`src/rtl/press_mult_pkg.sv`:
```
// Shared state encodings and LED phase codes for the press-count multiply controller.
package press_mult_pkg;

  typedef enum logic [2:0] {
    ST_CLEAR   = 3'd0,
    ST_ENTER_A = 3'd1,
    ST_ENTER_B = 3'd2,
    ST_MULT    = 3'd3,
    ST_SHOW    = 3'd4
  } state_t;

  localparam logic [1:0] PH_A = 2'b01;
  localparam logic [1:0] PH_B = 2'b11;

endpackage

```
`src/rtl/key_debounce.sv`:
```
// Synchronises and debounces one active-low key; emits a one-cycle pulse on each accepted press.
module key_debounce #(
  parameter int DB_CYCLES = 500000
) (
  input  logic CLOCK_50,
  input  logic RESET_N,
  input  logic key_raw,
  output logic key_level,
  output logic press_pulse
);

  localparam int CNT_W = $clog2(DB_CYCLES + 1);

  logic             sync0_q, sync1_q;
  logic             level_q, level_d;
  logic             pulse_q, pulse_d;
  logic [CNT_W-1:0] cnt_q, cnt_d;

  // Counter only advances while the synchronised sample disagrees with the accepted level.
  always_comb begin
    cnt_d   = '0;
    level_d = level_q;
    pulse_d = 1'b0;
    if (sync1_q != level_q) begin
      if (cnt_q == CNT_W'(DB_CYCLES - 1)) begin
        level_d = sync1_q;
        pulse_d = ~sync1_q;
      end else begin
        cnt_d = cnt_q + 1'b1;
      end
    end
  end

  always_ff @(posedge CLOCK_50) begin
    if (!RESET_N) begin
      sync0_q <= 1'b1;
      sync1_q <= 1'b1;
      level_q <= 1'b1;
      pulse_q <= 1'b0;
      cnt_q   <= '0;
    end else begin
      sync0_q <= key_raw;
      sync1_q <= sync0_q;
      level_q <= level_d;
      pulse_q <= pulse_d;
      cnt_q   <= cnt_d;
    end
  end

  assign key_level   = level_q;
  assign press_pulse = pulse_q;

endmodule

```
`src/rtl/press_mult_ctrl.sv`:
```
// Collects two operands from debounced key presses, multiplies them with an OP_W-cycle
// shift-add sequencer and shows status or product on LED.
module press_mult_ctrl
  import press_mult_pkg::*;
#(
  parameter int OP_W      = 4,
  parameter int DB_CYCLES = 500000
) (
  input  logic                CLOCK_50,
  input  logic                RESET_N,
  input  logic [1:0]          KEY,
  output logic [2*OP_W-1:0]   LED,
  output logic                busy,
  output logic                result_valid
);

  localparam int P_W  = 2 * OP_W;
  localparam int IT_W = $clog2(OP_W);

  logic [1:0] key_lvl, key_pls;
  logic       inc_ev, adv_ev;

  key_debounce #(.DB_CYCLES(DB_CYCLES)) u_db_adv (
    .CLOCK_50    (CLOCK_50),
    .RESET_N     (RESET_N),
    .key_raw     (KEY[0]),
    .key_level   (key_lvl[0]),
    .press_pulse (key_pls[0])
  );

  key_debounce #(.DB_CYCLES(DB_CYCLES)) u_db_inc (
    .CLOCK_50    (CLOCK_50),
    .RESET_N     (RESET_N),
    .key_raw     (KEY[1]),
    .key_level   (key_lvl[1]),
    .press_pulse (key_pls[1])
  );

  // A press pulse always coincides with the key level reading pressed.
  assign inc_ev = key_pls[1] & ~key_lvl[1];
  assign adv_ev = key_pls[0] & ~key_lvl[0];

  state_t            state_q, state_d;
  logic [OP_W-1:0]   cnt_a_q, cnt_a_d;
  logic [OP_W-1:0]   cnt_b_q, cnt_b_d;
  logic [P_W-1:0]    mcand_q, mcand_d;
  logic [OP_W-1:0]   mplier_q, mplier_d;
  logic [P_W-1:0]    acc_q, acc_d;
  logic [IT_W-1:0]   iter_q, iter_d;

  always_comb begin
    state_d  = state_q;
    cnt_a_d  = cnt_a_q;
    cnt_b_d  = cnt_b_q;
    mcand_d  = mcand_q;
    mplier_d = mplier_q;
    acc_d    = acc_q;
    iter_d   = iter_q;
    case (state_q)
      ST_CLEAR: begin
        cnt_a_d = '0;
        cnt_b_d = '0;
        acc_d   = '0;
        state_d = ST_ENTER_A;
      end
      ST_ENTER_A: begin
        if (inc_ev && cnt_a_q != '1) cnt_a_d = cnt_a_q + 1'b1;
        if (adv_ev) state_d = ST_ENTER_B;
      end
      ST_ENTER_B: begin
        if (inc_ev && cnt_b_q != '1) cnt_b_d = cnt_b_q + 1'b1;
        if (adv_ev) begin
          // Operands load from the post-increment value so a same-cycle increment counts.
          state_d  = ST_MULT;
          mcand_d  = P_W'(cnt_a_q);
          mplier_d = cnt_b_d;
          acc_d    = '0;
          iter_d   = '0;
        end
      end
      ST_MULT: begin
        if (mplier_q[0]) acc_d = acc_q + mcand_q;
        mcand_d  = mcand_q << 1;
        mplier_d = mplier_q >> 1;
        iter_d   = iter_q + 1'b1;
        if (iter_q == IT_W'(OP_W - 1)) state_d = ST_SHOW;
      end
      ST_SHOW: begin
        if (adv_ev) state_d = ST_CLEAR;
      end
      default: state_d = ST_CLEAR;
    endcase
  end

  always_ff @(posedge CLOCK_50) begin
    if (!RESET_N) begin
      state_q  <= ST_CLEAR;
      cnt_a_q  <= '0;
      cnt_b_q  <= '0;
      mcand_q  <= '0;
      mplier_q <= '0;
      acc_q    <= '0;
      iter_q   <= '0;
    end else begin
      state_q  <= state_d;
      cnt_a_q  <= cnt_a_d;
      cnt_b_q  <= cnt_b_d;
      mcand_q  <= mcand_d;
      mplier_q <= mplier_d;
      acc_q    <= acc_d;
      iter_q   <= iter_d;
    end
  end

  always_comb begin
    LED = '0;
    case (state_q)
      ST_ENTER_A: begin
        LED[P_W-1:OP_W] = cnt_a_q;
        LED[1:0]        = PH_A;
      end
      ST_ENTER_B, ST_MULT: begin
        LED[P_W-1:OP_W] = cnt_b_q;
        LED[1:0]        = PH_B;
      end
      ST_SHOW: LED = acc_q;
      default: LED = '0;
    endcase
  end

  assign busy         = (state_q == ST_MULT);
  assign result_valid = (state_q == ST_SHOW);

endmodule

```
`config.mk`:
```
export PLATFORM = sky130hd
export DESIGN_NAME = press_mult_ctrl
export DESIGN_NICKNAME = d
export VERILOG_FILES = /design/src/rtl/press_mult_pkg.sv /design/src/rtl/key_debounce.sv /design/src/rtl/press_mult_ctrl.sv
export SDC_FILE = /design/constraint.sdc
export NUM_CORES = 1
export LEC_CHECK = 0
export CAP_MARGIN = 25
export CORE_MARGIN = 1.5
export CORE_UTILIZATION = 40
export DETAILED_ROUTE_END_ITERATION = 7
export GPL_ROUTABILITY_DRIVEN = 0
export SLEW_MARGIN = 20
export SYNTH_ARGS = -nofsm -noshare
export SYNTH_HDL_FRONTEND = slang
export SYNTH_SLANG_ARGS = --single-unit
```
`constraint.sdc`:
```
create_clock -name CLOCK_50 -period 3.35 [get_ports CLOCK_50]
set_clock_uncertainty 0.1 [all_clocks]
set_input_delay 0.5025 -clock CLOCK_50 [delete_from_list [all_inputs] [get_ports CLOCK_50]]
set_output_delay 0.5025 -clock CLOCK_50 [all_outputs]
set_load 0.005 [all_outputs]
```
==> After elaboration in Yosys (flattened, before gate mapping) <==
Index checks and enable logic that the tools add are counted.
{ "totals": {"register_bits": 79, "in_bits": 4} }
{ "classes": {"n_addsub": 6, "n_eq_ne": 17, "mux": 21, "n_bitwise": 9, "reduce_logical": 18} }
{ "op_table": {"columns": ["op", "count"], "rows": [
  ["$add A19 B1 Y19 const B", 2],
  ["$eq A19 B19 Y1 const B", 2],
  ["$mux W8", 3],
  ["$pmux W4 S2", 3],
  ["$pmux W8 S3", 1],
  ["$pmux W8 S2", 1],
  ["$pmux W3 S5", 1],
  ["$mux W3", 4],
  ["$mux W4", 3],
  ["$pmux W4 S3", 1],
  ["$reduce_and A3 Y1", 3],
  ["$add A4 B1 Y4 const B", 2],
  ["$add A8 B8 Y8", 1],
  ["$ne A4 B4 Y1 const B", 2],
  ["$reduce_and A2 Y1", 4],
  ["$not A1 Y1", 7],
  ["$eq A3 B2 Y1 const B", 2],
  ["$ne A2 B1 Y1 const B", 3],
  ["$ne A2 B2 Y1 const B", 3],
  ["$pmux W2 S3", 1],
  ["$reduce_bool A2 Y1", 3],
  ["$reduce_or A3 Y1", 2],
  ["$mux W2", 2],
  ["$pmux W2 S2", 1],
  ["11 further kinds", 14]
]} }

==> Logic depth before layout (Yosys ltp) <==
Gate-level depths: netlist of run 1.
{ "logic_depth": {"word_depth": 6, "mapped_depth": 8} }

==> Modules after synthesis <==
Synthesis of run 1 repeated with hierarchy kept, for this count alone.
{ "hier_totals": {"hier_cells": 466, "area_unflattened_um2": 4061.4} }
{ "by_module_without_submodules": {"columns": ["module", "instances", "cells_each", "area_each_um2", "seq_area_each_um2"], "rows": [
  ["key_debounce", 2, 117, 1086.0, 460.4],
  ["press_mult_ctrl", 1, 232, 1889.3, 660.6]
]} }

==> Least setup slack after synthesis of run 1 <==
No wires, ideal clock.
{ "synth_timing": {"path_kind": "register -> register", "startpoint": "register mcand_q[0]", "endpoint": "register acc_q[6]", "arrival_ps": 1731, "required_time_ps": 3191, "path_slack_ps": 1460, "path_stages_with_launch": 8, "path_buffers": 0, "period_less_slack_ps": 1890, "cell_sequence": "dfxtp_1 > ha_1 > fa_1 > a21o_1 > a21oi_1 > o21bai_1 > o41a_1 > nand2_1"} }
{ "synth_between": {"elab_chain_cells": 3} }
{ "synth_lines": {"columns": ["element", "line_no", "text"], "rows": [
  ["start, declared", "press_mult_ctrl.sv:46", "logic [P_W-1:0] mcand_q, mcand_d;"],
  ["start signal, assigned", "press_mult_ctrl.sv:108", "mcand_q <= mcand_d;"],
  ["$add A8 B8 Y8", "press_mult_ctrl.sv:82", "if (mplier_q[0]) acc_d = acc_q + mcand_q;"],
  ["$mux W8", "press_mult_ctrl.sv:82", null],
  ["$pmux W8 S3", "press_mult_ctrl.sv:59", "case (state_q)"],
  ["end signal, assigned", "press_mult_ctrl.sv:102", "acc_q <= '0;"],
  ["end signal, assigned", "press_mult_ctrl.sv:110", "acc_q <= acc_d;"],
  ["end, declared", "press_mult_ctrl.sv:48", "logic [P_W-1:0] acc_q, acc_d;"]
]} }
No other way between the ends. The select of a mux whose other input is x is not followed.
A chain may end at the register's enable or synchronous reset.

==> Final worst setup path of run 1 <==
{ "layout_timing": {"startpoint": "register state_q[2]", "endpoint": "output busy"} }
{ "layout_between": {"elab_chain_cells": 1} }
{ "layout_lines": {"columns": ["element", "line_no", "text"], "rows": [
  ["start, declared", "press_mult_ctrl.sv:43", "state_t state_q, state_d;"],
  ["start signal, assigned", "press_mult_ctrl.sv:105", "state_q <= state_d;"],
  ["$eq A3 B2 Y1", "press_mult_ctrl.sv:131", "assign busy = (state_q == ST_MULT);"],
  ["end, declared", "press_mult_ctrl.sv:13", "output logic busy,"]
]} }
No other way between the ends.

==> run_results.csv, run 1 <==
group,metric,value,unit
worst_hold_path,hold_class,"reg -> reg",
power,p_seq_share,53.3,%
floorplan,dieArea,10200,um2
finish,diodes,0,
timing,fin_crit_sh,84.3,%
power,pwr-share-comb,2.3,%
floorplan,die_y,101,um
worst_setup_path,cp_max_fo,17,
global_routing,grt_remaining_overflow,0,
floorplan,fp-row-count,35,
power,peakVddDrop,197,uV
global_routing,antenna_found_initial,0,
clocking,cts_sinks,79,
global_routing,grt_pass1_wl,12.8,mm
synth,synth_edf_count,0,
power,netSwitchingFraction,21.3,%
power,intPower,0.00140,W
timing,worst_slack,0.527,ns
finish,area_growth,12.3,%
clocking,cts_root_buf,"clkbuf_8",
global_routing,grt_pass1_vias,2732,
timing,whs,0.309,ns
place,place_area,4080,um2
worst_setup_path,crit_slowest_cell,"clkdlybuf4s50_1",
synth,synth_cell_types,58,
floorplan,io_pins,14,
floorplan,die_w,101,um
synth,syn-num-nets,455,
timing,tightest_slew,0.811,ns
place,dp.final_hpwl,5.28,mm
drt,wl_per_cell,12.9,um
synth,synthCells,438,
timing,relSlewSlack,45.8,%
status,status,"finished clean",
clocking,cts_resized,0,
drt,wirelength,7.54,mm
timing,drv_slew,0,
drt,drc,0,
synth,synth_seq_area_share,41.3,%
worst_setup_path,crit_path_start_kind,"flip-flop",
place,io_buffers,13,
finish,mostFrequentLayoutCell,"dfxtp_1",
synth,syn_area,3830,um2
global_routing,grt_max_degree,24,
clocking,clk_latency,0.35,ns
clocking,clk_pin_slew,0.08,ns
worst_setup_path,criticalPathCategory,"reg -> out",
finish,final_layout_size_suffix_gt1_share,6.80,%
worst_setup_path,max_stage_delay,0.57,ns
synth,yosys_warnings,0,
power,switchingPower,0.000379,W
worst_setup_path,cpLargestDelayFamily,"buffers and inverters",
timing,tns,0,ns
timing,hold_viol_final,0,
power,pwr-share-clk,44.4,%
clocking,htree_levels,3,
finish,fill_cells,924,
place,pre_cts_ws,0.936,ns
timing,fin_crit,2.82,ns
clocking,cts_hold_buffers,0,
clocking,clockBufferDepth,2,
finish,final_cell_mix,"79 x dfxtp_1, 53 x nor2_1, 46 x nand2_1",
power,p_leak,1.55,nW
clocking,cts_tree,"done",
drt,num_vias,2986,
worst_setup_path,endpoint_kind,"output pin",
clocking,cts_buffers,9,
finish,final_area,4300,um2
global_routing,grt_usage,16.0,%
drt,first_pass_iters,4,
power,p_per_area,414,nW/um2
worst_setup_path,cp_num_buf_inv,2,
synth,async_flop_share,0,%
clocking,post_cts_buffers,0,
synth,syn_avg_cell_area,8.75,um2
drt,vias_per_cell,5.10,
drt,ant_nets,0,
synth,ys_seq_elements,79,
floorplan,initial_core_util,41.3,%
timing,max_freq,354,MHz
drt,drt-initial-drc-count,79,
timing,setup-violations-final,0,
worst_setup_path,worstPathRequired,2.75,ns
finish,fin_nets,468,
run,maxCapViolCount,0,
worst_setup_path,crit_chain,"and2b_1 > nand2_2 > inv_2 > clkdlybuf4s50_1",
synth,synth-main-ff-cell,"dfxtp_1",
worst_setup_path,cp.arrival,2.22,ns
floorplan,core,9280,um2
timing,rsz0062_at_grt,"false",
[stage by stage]
stage          std cells  power [W]  util [%]
5_1_grt              585    0.00185      46.4
2_1_floorplan        438   0.000996         -
3_3_place_gp         569    0.00101      44.0
4_1_cts              585    0.00181      46.4
6_report             585    0.00178      46.4
3_5_place_dp         569    0.00101      44.0
[path summary, 6_finish.rpt]
check / startpoint / cells after the start / endpoint / slack (ns)
max: state_q[2] / 4 / busy / 0.53
max reg2reg: state_q[2] / 6 / acc_q[6] / 1.17
min: u_db_adv.sync0_q / 1 / u_db_adv.sync1_q / 0.31
min reg2reg: u_db_adv.sync0_q / 1 / u_db_adv.sync1_q / 0.31
[cell usage after synthesis, types with 8 or more instances]
cell	number	area [um2]
a21boi_0	13	97.6
a21oi_1	9	45.0
a22oi_1	10	75.1
and3_1	15	93.8
clkbuf_1	9	33.8
dfxtp_1	79	1580
ha_1	12	150
nand2_1	46	173
nand3_1	33	165
nand4_1	8	50.1
nor2_1	53	199
nor2b_1	14	87.6
xnor2_1	19	166
xor2_1	25	219
[worst register-to-register path: stages, from the launching register on]
cell and delay (ns):
dfxtp_1 0.48, and2b_1 0.34, nand2_2 0.16, inv_2 0.32, nand3_1 0.25, o41a_1 0.42, nand2_1 0.07
[final cells by class]
cell class	count	area, um2	area share (%)
sequential	79	1580	36.7
timing repair buffer	17	160	3.72
tap	129	161	3.75
clock inverter	5	81.3	1.89
multi-input combinational	336	2150	49.9
clock buffer	11	141	3.28
inverter	8	30.0	0.698
[registers in the layout, indices dropped and copies added (netlist names), 2 cells and up]
signal and count:
acc_q 8, cnt_a_q 4, cnt_b_q 4, iter_q 2, mcand_q 8, mplier_q 4, state_q 3, u_db_adv.cnt_q 19
u_db_inc.cnt_q 19
[logic make-up after synthesis]
| logic type | share of synthesized area (%) |
|---|---|
| buffers and inverters | 2.65 |
| and+or+nand+nor | 28.3 |
| DFF | 41.3 |
| AOI/OAI and AO/OA | 11.7 |
| adders and majority gates | 4.44 |
| muxes | 1.60 |
| xor gates and xnor gates | 10.1 |
[metal layers]
metal  vias up  GRT usage (%)  routed length (um)
met2        37           25.1                3350
met4         0           5.63                  76
li1       1553              -                   -
met3         9           3.54                 259
met1      1387           21.7                3850
met5         -              0                   0
[power groups by stage]
stage | clock network [W] | logic [W] | registers, W
5_1_grt | 0.000857 | 0.0000457 | 0.000949
2_1_floorplan | 0 | 0.0000285 | 0.000968
4_1_cts | 0.000819 | 0.0000415 | 0.000948
3_3_place_gp | 0 | 0.0000410 | 0.000970
3_5_place_dp | 0 | 0.0000414 | 0.000970
6_report | 0.000791 | 0.0000412 | 0.000948
Power figures use the tool's default switching activity.
==> run 2, diff against run 1 <==
==> constraint.sdc (replaced) <==
create_clock -name CLOCK_50 -period 2.5 [get_ports CLOCK_50]
set_clock_uncertainty 0.1 [all_clocks]
set_input_delay 0.375 -clock CLOCK_50 [delete_from_list [all_inputs] [get_ports CLOCK_50]]
set_output_delay 0.375 -clock CLOCK_50 [all_outputs]
set_load 0.005 [all_outputs]
==> run 2 against run 1 <==
Effect of this change: worst setup slack worse by 0.36 ns; critical path type unchanged; core utilization is 0.38 points higher; clock-buffer cell count stayed put; routed wire length is 0.25% higher; cell area is 0.81% higher; worst hold slack better by 0.0022 ns; sequential share of layout area is 0.27 points lower; critical endpoint is now LED[0]; total power is 33% higher; highest routed layer unchanged.
==> run_results.csv, run 2 (synthesized netlist as in run 1, its figures left out) <==
group,metric,value,unit
status,status,"finished clean",
worst_hold_path,hold_class,"reg -> reg",
drt,vias_per_cell,5.10,
timing,setup-violations-final,0,
timing,hold_viol_final,0,
timing,rsz0062_at_grt,"false",
power,p_leak,1.57,nW
timing,max_freq,428,MHz
timing,drv_slew,0,
floorplan,fp-row-count,35,
clocking,post_cts_buffers,0,
timing,relSlewSlack,63.8,%
drt,wl_per_cell,12.9,um
drt,drt-initial-drc-count,112,
timing,fin_crit,2.34,ns
place,dp.final_hpwl,5.32,mm
finish,fill_cells,929,
drt,num_vias,2992,
clocking,clk_pin_slew,0.08,ns
clocking,htree_levels,3,
finish,final_layout_size_suffix_gt1_share,8.08,%
finish,multiInputGateArea,2150,um2
clocking,cts_hold_buffers,0,
global_routing,grt_max_degree,43,
floorplan,die_y,101,um
floorplan,die_w,101,um
clocking,cts_root_buf,"clkbuf_8",
worst_setup_path,worstPathRequired,2.03,ns
clocking,cts_tree,"done",
global_routing,grt_pass1_wl,13.0,mm
place,io_buffers,13,
clocking,clk_latency,0.35,ns
worst_setup_path,setup.worst_path.start,"state_q[0]",
worst_setup_path,cp.arrival,1.86,ns
finish,regArea,1580,um2
global_routing,grt_usage,16.3,%
worst_setup_path,rrSetupSlack,0.45,ns
worst_setup_path,cp_max_fo,4,
worst_setup_path,endpoint_kind,"output pin",
drt,drc,0,
worst_setup_path,crit_path_start_kind,"flip-flop",
floorplan,io_pins,14,
finish,fin_nets,470,
finish,area_growth,13.3,%
floorplan,dieArea,10200,um2
power,peakVddDrop,381,uV
clocking,cts_sinks,79,
finish,mostFrequentLayoutCell,"dfxtp_1",
run,maxCapViolCount,0,
global_routing,grt_remaining_overflow,0,
timing,fin_crit_sh,93.4,%
clocking,cts_buffers,9,
worst_setup_path,criticalPathCategory,"reg -> out",
finish,final_area,4340,um2
global_routing,grt_pass1_vias,2756,
global_routing,antenna_found_initial,0,
clocking,clockBufferDepth,2,
finish,reg_top3,"u_db_adv.cnt_q (19), u_db_inc.cnt_q (19)",
drt,ant_nets,0,
worst_setup_path,r2r_start,"mcand_q[0]",
finish,final_cell_mix,"78 x dfxtp_1, 53 x nor2_1, 46 x nand2_1",
timing,tightest_slew,0.539,ns
finish,diodes,0,
drt,first_pass_iters,4,
place,place_area,4110,um2
worst_hold_path,hp-start,"u_db_inc.sync0_q",
floorplan,core,9280,um2
drt,wirelength,7.55,mm
timing,whs,0.311,ns
timing,tns,0,ns
power,p_per_area,548,nW/um2
floorplan,initial_core_util,41.3,%
==> run 2: changes by cell type in the layout (fill, tap and decap cells not counted), sizes merged <==
| cell | delta |
|---|---|
| buf | +2 |
==> run 2: layer usage <==
layer,GRT usage (%),share of wire [%],wire (um),up-vias
met3,4.09,3.1,232,6
li1,-,-,-,1556
met1,22.1,51,3890,1397
met5,0,0,0,-
met4,6.50,1.2,90,0
met2,24.9,44,3350,33
==> run 2: worst max-delay path, stage by stage, from the launching register on <==
cell and delay [ns]:
dfxtp_1 0.35, nor2_1 0.19, and2_2 0.23, nand2_1 0.06, o21ai_0 0.12, clkdlybuf4s50_1 0.56
==> run 2: repair_timing <==
item                       CTS  global route
gates resized for setup      1             3
setup endpoints to repair    3             3
gates cloned                 0             0
hold endpoints to repair     0             0
==> run 2: path summary, 6_finish.rpt <==
kind,depth (start not counted),to
hold reg to reg,1,u_db_inc.sync1_q
setup / recovery,5,LED[0]
hold / removal,1,u_db_inc.sync1_q
setup reg to reg,7,acc_q[6]
==> run 2: where the power goes <==
group	internal (W)	switching, W
logic	0.0000270	0.0000331
registers	0.00126	0.00000549
clock network	0.000590	0.000458
total	0.00188	0.000496
==> run 2: layout make-up <==
cell class | count | area share (%)
clock inverter | 5 | 1.87
sequential | 79 | 36.5
timing repair buffer | 19 | 4.33
clock buffer | 11 | 3.26
tap | 129 | 3.72
inverter | 8 | 0.692
multi-input combinational | 336 | 49.7
==> run 2: stage by stage <==
stage	util [%]	power, W	instances	worst slack (ns)
final	46.7	0.00238	587	0.165
after global routing	46.7	0.00248	587	0.0279
after CTS	46.7	0.00242	587	0.0778
after detailed placement	44.3	0.00136	571	0.382
after global placement	44.3	0.00136	571	0.459
after floorplan	-	0.00134	438	0.610
==> run 3, diff against run 2 <==
==> constraint.sdc (replaced) <==
create_clock -name CLOCK_50 -period 2.6 [get_ports CLOCK_50]
set_clock_uncertainty 0.1 [all_clocks]
set_input_delay 0.39 -clock CLOCK_50 [delete_from_list [all_inputs] [get_ports CLOCK_50]]
set_output_delay 0.39 -clock CLOCK_50 [all_outputs]
set_load 0.005 [all_outputs]
==> run 3 against run 2 <==
Effect of this change: flip-flop and latch count unchanged; core utilization decreased by 0.26 points; clock power decreased by 11%; sequential share of layout area increased by 0.20 points; non-clock buffer count increased by 1; worst setup slack improved by 0.0070 ns; cell count unchanged; first-iteration DRC count increased by 29%; sequential power decreased by 4%; worst hold slack got worse by 0.0021 ns; register-to-register slack improved by 0.10 ns; via count increased by 0.43%; largest cell class unchanged.
==> run_results.csv, run 3 (synthesized netlist as in run 1, its figures left out) <==
group,metric,value,unit
drt,first_pass_iters,4,
power,switchingPower,0.000480,W
finish,diodes,0,
floorplan,dieArea,10200,um2
timing,relSlewSlack,61.5,%
power,pwr-share-comb,2.7,%
worst_setup_path,cp_max_fo,6,
drt,drc,0,
floorplan,die_w,101,um
finish,reg_top3,"u_db_adv.cnt_q (19), u_db_inc.cnt_q (19)",
drt,ant_nets,0,
global_routing,antenna_found_initial,0,
clocking,clk_pin_slew,0.08,ns
worst_setup_path,worstPathRequired,2.11,ns
timing,fin_crit,2.43,ns
global_routing,grt_pass1_wl,12.8,mm
drt,wirelength,7.59,mm
power,pwr-share-clk,42.2,%
timing,hold_viol_final,0,
worst_setup_path,r2r_start,"mcand_q[2]",
floorplan,die_y,101,um
worst_setup_path,crit_chain,"nor2b_1 > a22oi_1 > o22ai_1 > clkdlybuf4s50_1",
power,p_seq_share,55.1,%
power,p_per_area,513,nW/um2
power,p_leak,1.56,nW
finish,finish.utilization,46.5,%
worst_setup_path,setup.worst_path.start,"state_q[0]",
clocking,post_cts_buffers,0,
floorplan,initial_core_util,41.3,%
place,dp.final_hpwl,5.34,mm
floorplan,io_pins,14,
clocking,clk_latency,0.35,ns
clocking,htree_levels,3,
drt,drt-initial-drc-count,144,
drt,wl_per_cell,12.9,um
power,intPower,0.00173,W
timing,tightest_slew,0.574,ns
finish,mostFrequentLayoutCell,"dfxtp_1",
power,peakVddDrop,235,uV
clocking,cts_tree,"done",
worst_hold_path,hold_class,"reg -> reg",
timing,drv_slew,0,
finish,final_area,4320,um2
power,netSwitchingFraction,21.7,%
status,status,"finished clean",
timing,tns,0,ns
global_routing,grt_usage,16.0,%
floorplan,fp-row-count,35,
timing,fin_crit_sh,93.4,%
worst_setup_path,crit_slowest_cell,"clkdlybuf4s50_1",
global_routing,grt_max_degree,25,
worst_setup_path,cp.arrival,1.94,ns
worst_hold_path,hp-start,"u_db_adv.sync0_q",
place,io_buffers,13,
finish,fin_nets,471,
finish,area_growth,12.6,%
worst_setup_path,endpoint_kind,"output pin",
clocking,cts_sinks,79,
drt,num_vias,3005,
timing,rsz0062_at_grt,"false",
timing,whs,0.309,ns
finish,final_layout_size_suffix_gt1_share,7.42,%
timing,max_freq,412,MHz
timing,setup-violations-final,0,
floorplan,core,9280,um2
worst_setup_path,criticalPathCategory,"reg -> out",
worst_setup_path,max_stage_delay,0.54,ns
run,maxCapViolCount,0,
clocking,clockBufferDepth,2,
clocking,cts_buffers,9,
finish,fill_cells,969,
place,place_area,4120,um2
worst_setup_path,crit_path_start_kind,"flip-flop",
global_routing,grt_remaining_overflow,0,
global_routing,grt_pass1_vias,2753,
clocking,cts_root_buf,"clkbuf_8",
finish,final_cell_mix,"78 x dfxtp_1, 53 x nor2_1, 46 x nand2_1",
drt,vias_per_cell,5.12,
[run 3: cell types whose count changed in the layout (fill, tap and decap cells not counted)]
cell and delta:
clkinv_4 -1, bufinv_16 -1, clkbuf_8 +1, buf_4 +1, and2_2 -1, and2_1 +1, nor2b_1 +2, nor2b_2 -2
[run 3: area by class of cell]
cell class	count	area, um2	area share (%)
Clock inverter	3	42.5	0.986
Inverter	8	30.0	0.696
Tap cell	129	161	3.74
Sequential cell	79	1580	36.7
Timing Repair Buffer	20	195	4.52
Multi-Input combinational cell	336	2150	49.8
Clock buffer	12	155	3.60
[run 3: per-layer routing]
metal / part of all wire (%) / vias up / track usage, %
met5: 0 / - / 0
met4: 1.3 / 0 / 6.18
met3: 3.5 / 8 / 3.19
met2: 44 / 44 / 24.5
met1: 51 / 1403 / 22.1
li1: - / 1550 / -
[run 3: worst paths after layout]
path	end	slack, ns	cells past startpoint
hold reg to reg	u_db_adv.sync1_q	0.31	1
setup reg to reg	acc_q[7]	0.55	6
hold / removal	u_db_adv.sync1_q	0.31	1
setup / recovery	LED[6]	0.17	4
[run 3: power by group through the flow]
stage	clock network [W]	registers (W)	logic (W)
after global placement	0	0.00125	0.0000587
final	0.000933	0.00122	0.0000589
after floorplan	0	0.00125	0.0000367
after global routing	0.00102	0.00122	0.0000648
after detailed placement	0	0.00125	0.0000596
after CTS	0.000965	0.00122	0.0000597
[run 3: stage by stage]
| step | setup WS, ns | instances | power (W) |
|---|---|---|---|
| after floorplan | 0.710 | 438 | 0.00128 |
| final | 0.172 | 587 | 0.00221 |
| after detailed placement | 0.471 | 572 | 0.00131 |
| after global routing | 0.0752 | 587 | 0.00230 |
| after global placement | 0.540 | 572 | 0.00131 |
| after CTS | 0.0746 | 587 | 0.00224 |
[run 3: repair_timing]
action,4_1_cts,5_1_grt
gates resized for setup,0,1
setup endpoints to repair,0,3
hold buffers,0,0
endpoints found under the hold margin,0,0
[run 3: worst max-delay path: cells and delay by family (launching register included)]
family | cells | cell delay, ns
flip-flops | 1 | 0.38
AND/OR/NAND/NOR | 1 | 0.34
buffers and inverters | 1 | 0.54
AO/OA/AOI/OAI | 2 | 0.33
